$ cat config.mk
export PLATFORM = sky130hd
export DESIGN_NAME = isq_alloc
export DESIGN_NICKNAME = d
export VERILOG_FILES = /design/src/rtl/isq_pkg.sv /design/src/rtl/isq_lane_pick.sv /design/src/rtl/isq_alloc.sv
export SDC_FILE = /design/constraint.sdc
export NUM_CORES = 1
export LEC_CHECK = 0
export BUFFER_PORTS_ARGS = -buffer_cell sky130_fd_sc_hd__buf_2
export CAP_MARGIN = 5
export CORE_MARGIN = 2
export CORE_UTILIZATION = 45
export DETAILED_ROUTE_END_ITERATION = 10
export PLACE_DENSITY = 0.7
export SYNTH_ARGS = -nofsm -noshare
export SYNTH_HDL_FRONTEND = slang
export SYNTH_SLANG_ARGS = --single-unit
$ cat constraint.sdc
create_clock -name clk -period 8.6 [get_ports clk]
set_input_delay 1.29 -clock clk [delete_from_list [all_inputs] [get_ports clk]]
set_output_delay 1.29 -clock clk [all_outputs]
set_load 0.01 [all_outputs]
$ cat src/rtl/isq_pkg.sv
// Issue-queue sizing shared by the allocator, the issue queue array and select logic.
// Lanes interleave lines so that lane p owns lines p, p+INST_PORT, p+2*INST_PORT, ...
package isq_pkg;
    localparam int ISQ_DEPTH        = 64;
    localparam int ISQ_IDX_BITS_NUM = 6;
    localparam int INST_PORT        = 4;
    localparam int LANE_DEPTH       = ISQ_DEPTH / INST_PORT;
    localparam int LANE_IDX_BITS    = (LANE_DEPTH > 1) ? $clog2(LANE_DEPTH) : 1;
endpackage

$ cat src/rtl/isq_lane_pick.sv
// Lowest-index priority encoder over the free lines owned by one dispatch lane.
module isq_lane_pick #(
    parameter int LANE_DEPTH = isq_pkg::LANE_DEPTH,
    parameter int LANE_BITS  = isq_pkg::LANE_IDX_BITS
) (
    input  logic [LANE_DEPTH-1:0] free_bits,
    output logic                  found,
    output logic [LANE_BITS-1:0]  idx
);

    always_comb begin
        found = |free_bits;
        idx   = '0;
        // Scan downward so the last hit written is the lowest index.
        for (int i = LANE_DEPTH - 1; i >= 0; i--) begin
            if (free_bits[i]) begin
                idx = LANE_BITS'(i);
            end
        end
    end

endmodule

$ cat src/rtl/isq_alloc.sv
// Issue-queue line allocator: each dispatch lane takes the lowest free line it owns,
// zero-cycle latency; releases and flush land on the following edge.
module isq_alloc #(
    parameter int ISQ_DEPTH        = isq_pkg::ISQ_DEPTH,
    parameter int ISQ_IDX_BITS_NUM = isq_pkg::ISQ_IDX_BITS_NUM,
    parameter int INST_PORT        = isq_pkg::INST_PORT
) (
    input  logic                                  clk,
    input  logic                                  rst,
    input  logic [INST_PORT-1:0]                  dsp_vld,
    input  logic [ISQ_DEPTH-1:0]                  iss_free,
    input  logic                                  fls,
    output logic                                  isq_rdy,
    output logic                                  isq_en,
    output logic [ISQ_DEPTH-1:0]                  isq_lin_en,
    output logic [INST_PORT*ISQ_IDX_BITS_NUM-1:0] alloc_idx_flat,
    output logic [ISQ_IDX_BITS_NUM:0]             free_cnt
);

    localparam int LANE_DEPTH = ISQ_DEPTH / INST_PORT;
    localparam int LANE_BITS  = (LANE_DEPTH > 1) ? $clog2(LANE_DEPTH) : 1;
    localparam int IW         = ISQ_IDX_BITS_NUM;
    localparam int CW         = ISQ_IDX_BITS_NUM + 1;

    logic [ISQ_DEPTH-1:0]                 free_vec_reg;
    logic [ISQ_DEPTH-1:0]                 free_vec_next;
    logic [CW-1:0]                        free_cnt_reg;
    logic [CW-1:0]                        free_cnt_next;
    logic [INST_PORT-1:0]                 lane_found;
    logic [INST_PORT-1:0][LANE_BITS-1:0]  lane_idx;
    logic                                 acc;

    genvar gi, gj;
    generate
        for (gi = 0; gi < INST_PORT; gi++) begin : g_lane
            logic [LANE_DEPTH-1:0] lane_free;

            for (gj = 0; gj < LANE_DEPTH; gj++) begin : g_gather
                assign lane_free[gj] = free_vec_reg[gj*INST_PORT + gi];
            end

            isq_lane_pick #(
                .LANE_DEPTH (LANE_DEPTH),
                .LANE_BITS  (LANE_BITS)
            ) u_pick (
                .free_bits (lane_free),
                .found     (lane_found[gi]),
                .idx       (lane_idx[gi])
            );

            assign alloc_idx_flat[gi*IW +: IW] = lane_found[gi]
                ? (IW'(lane_idx[gi]) * IW'(INST_PORT) + IW'(gi))
                : '0;
        end
    endgenerate

    // Ready depends only on registered state and flush, never on dsp_vld.
    assign isq_rdy = ~fls & (&lane_found);
    assign acc     = isq_rdy & (|dsp_vld);
    assign isq_en  = acc;

    generate
        for (gi = 0; gi < ISQ_DEPTH; gi++) begin : g_line
            localparam int LANE = gi % INST_PORT;
            localparam int SLOT = gi / INST_PORT;
            assign isq_lin_en[gi] = acc & dsp_vld[LANE] & lane_found[LANE]
                                  & (lane_idx[LANE] == LANE_BITS'(SLOT));
        end
    endgenerate

    // A line allocated this cycle stays taken even if a stray release targets it.
    always_comb begin
        free_vec_next = fls ? '1 : ((free_vec_reg | iss_free) & ~isq_lin_en);
        free_cnt_next = '0;
        for (int i = 0; i < ISQ_DEPTH; i++) begin
            free_cnt_next = free_cnt_next + CW'(free_vec_next[i]);
        end
    end

    always_ff @(posedge clk or posedge rst) begin
        if (rst) begin
            free_vec_reg <= '1;
            free_cnt_reg <= CW'(ISQ_DEPTH);
        end else begin
            free_vec_reg <= free_vec_next;
            free_cnt_reg <= free_cnt_next;
        end
    end

    assign free_cnt = free_cnt_reg;

endmodule

==> key figures <==
Run status
  – Status: finished clean

Timing
  – Tcrit/Tclk final: 0.953
  – Fin crit period: 8.20 ns
  – Worst Skew: 0.0114 ns
  – Final hold violation count: 0
  – Fin worst setup slack: 0.404 ns
  – Tightest Pin Transition: 0.948 ns
  – Sum of negative setup slack: 0 ns
  – Final Setup Violations: 0
  – Slew headroom: 0.364
  – Slew Viols, Final: 0
  – Unrepaired setup endpoints after global routing: no
  – Max frequency: 122 MHz

Detailed routing
  – DR WL/cell: 20.9 um
  – DRC errors left: 0
  – Via density per instance: 6.17
  – Routed Antenna Nets: 0
  – Total wire length: 20600 um
  – Initial DRC count: 640
  – DR pass1 iterations: 6
  – DR vias: 6061

Synthesis
  – Synth area leader: dfstp_2
  – Area contributors post-synth: dfstp_2 27%, fa_1 17%, o32a_1 5.2%
  – Gate Count Post-Synth: 659
  – Ys async rst share: 1.00
  – Synth warnings: 0
  – Number of flops mapped to enable cells by yosys: 0
  – Top cell type's share of synthesized area: 0.267
  – Syn Area/Cell: 9.70 sq um
  – Most used DFF post-synth: dfstp_2
  – Register bit count reported by yosys: 71
  – Register area share after synthesis: 0.291
  – Post-synthesis cell area: 6390 sq um
  – Yosys cell types: 61

Clock network
  – Total CTS buffers: 9
  – H-tree depth: 3
  – Clock sinks: 71
  – Post-CTS Setup Inserts: 0
  – Clock Root Buffer: clkbuf_16
  – Cts hold-fix bufs: 0
  – Post-CTS resize count: 0
  – Skew-Pair Late Insertion Delay: 0.35 ns
  – CTS tree: built
  – Bufs on Longest Clock Path: 2
  – Clk slew on worst S/H paths: 0.07 ns

Floorplan
  – Die width: 123 um
  – Die area: 15200 sq um
  – Initial cell density of the core: 0.461
  – Core ar.: 13900 sq um
  – Core Rows: 43
  – Chip Height: 123 um
  – Io pins: 168

GRT
  – Antenna violations before repair: 0
  – First-pass GRT wire length: 31300 um
  – GRT Total Usage: 0.274
  – Via count of the first global-routing pass: 5778
  – Largest net degree at the start of global routing: 106
  – Total grt overflow: 0

Setup path
  – Maximum fanout along the worst path: 9
  – Startpoint Class: input port
  – CP max-delay cell: fa_1
  – Req. time, crit path: 8.87 ns
  – Crit-path most repeated cell: fa_1
  – Crit Path Class: in -> reg
  – Reg2reg setup slack: 0.50 ns
  – Slowest cell delay on critical path: 0.56 ns
  – Crit-path leading delay family: adder cells
  – Crit path buf inv count: 2
  – Worst R2R Path Depth: 23
  – Crit path capture type: register
  – Arrival time of the worst setup path: 8.47 ns
  – CP Depth: 21
  – Crit path cell chain: buf_2 -> a41oi_1 -> nand2_1 -> or3_1 -> o31ai_1 -> fa_1 -> fa_1 -> fa_1 -> fa_1 -> fa_1 -> fa_1 -> fa_1 -> fa_1 -> inv_1 -> ha_1 -> fa_1 -> a21o_1 -> a21oi_1 -> nor2b_1 -> o21ai_0 -> nand2b_1

Final layout
  – Max reg flops: 64
  – Post-route non-filler standard cell count: 983
  – Syn-to-layout area delta: 19.0%
  – Layout cell share with drive strength beyond 1: 0.349
  – Post-layout nets: 938
  – Ant diodes: 0

Placement
  – DP Cell Count: 967
  – HPWL after detailed placement: 16200 um
  – Port buffer count: 163
  – RD Place Congestion: 0.971
  – Place WS: 0.121 ns

Power and ir drop
  – Max VDD drop: 0.166 mV
  – Tot Pwr: 1.06 mW
  – P_leak: 3.09 nW
  – PwrDens: 140 nW/um^2

Hold path
  – Worst Hold Class: reg -> reg
  – Hold path cells: 2

Run
  – Max cap viols: 0
-- power by group --
| group | internal (mW) | switching (mW) |
|---|---|---|
| Sequential | 0.361 | 0.00954 |
| Combinational | 0.103 | 0.139 |
| Clock | 0.293 | 0.157 |
| Total | 0.757 | 0.306 |
-- cell type report --
cell class                      instances  area (sq um)
Clock inverter                          6           115
Sequential cell                        71          1860
Timing Repair Buffer                  172           896
Tap cell                              180           225
Multi-Input combinational cell        488          4070
Inverter                               56           210
Fill cell                            1282          6270
Clock buffer                           10           239
-- Yosys cell counts, types with 9 or more instances --
cell / number
nor2_1: 86
dfstp_2: 65
inv_1: 55
fa_1: 54
o32a_1: 33
nor3_1: 26
o32ai_1: 26
clkbuf_1: 24
or3_1: 24
or4_1: 21
nand2_1: 19
nor4_1: 17
a21oi_1: 16
ha_1: 15
o21a_1: 12
o31a_1: 12
o21ai_0: 11
nand2b_1: 10
buf_4: 9
nor2b_1: 9
-- metal layers --
layer  routed length, um  up-vias  GRT usage  part of all wire
met4                 587        0      0.102             0.029
li1                    -     2742          -                 -
met5                   0        -          0                 0
met3                1510       43     0.0470             0.073
met2                9390      274      0.409              0.46
met1                9070     3002      0.399              0.44
-- cell usage in the layout, fill, tap and decap left out, types with 19 or more instances in the layout --
| cell type | count |
|---|---|
| dfstp_2 | 65 |
| o32ai_1 | 26 |
| nor2_1 | 86 |
| or4_1 | 21 |
| buf_2 | 163 |
| nand2_1 | 19 |
| nor3_1 | 26 |
| fa_1 | 54 |
| inv_1 | 54 |
| o32a_1 | 33 |
| or3_1 | 24 |
-- kinds of logic after synthesis --
family | after synthesis | synth area share
adder cells (fa/ha/maj) | 69 | 0.198
buffers and inverters | 103 | 0.0751
flip-flops | 71 | 0.291
AO/OA/AOI/OAI | 160 | 0.209
AND/OR/NAND/NOR | 251 | 0.221
XOR/XNOR | 4 | 0.00548
other | 1 | 0.000586
-- stage by stage --
| stage | hold slack (ns) | utilization | area [sq um] |
|---|---|---|---|
| floorplan | 0.561 | - | 6410 |
| global placement | 0.611 | 0.523 | 7260 |
| detailed placement | 0.644 | 0.523 | 7260 |
| CTS | 0.650 | 0.548 | 7610 |
| global route | 0.675 | 0.548 | 7610 |
| finish | 0.642 | 0.548 | 7610 |
-- final timing paths --
kind	start	end
setup / recovery	fls	free_cnt[6]
setup reg to reg	free_vec_reg[17]	free_cnt[6]
min in group asynchronous	rst	free_cnt[1]
max in group asynchronous	rst	free_cnt[0]
hold / removal	free_vec_reg[33]	free_vec_reg[33]
hold reg to reg	free_vec_reg[33]	free_vec_reg[33]
-- tightest hold or removal path, stage by stage, from the launching register on --
cell	delay (ns)
dfstp_2	0.40
nor2_1	0.14
o21ai_0	0.09
(Power assumes the default switching activity.)
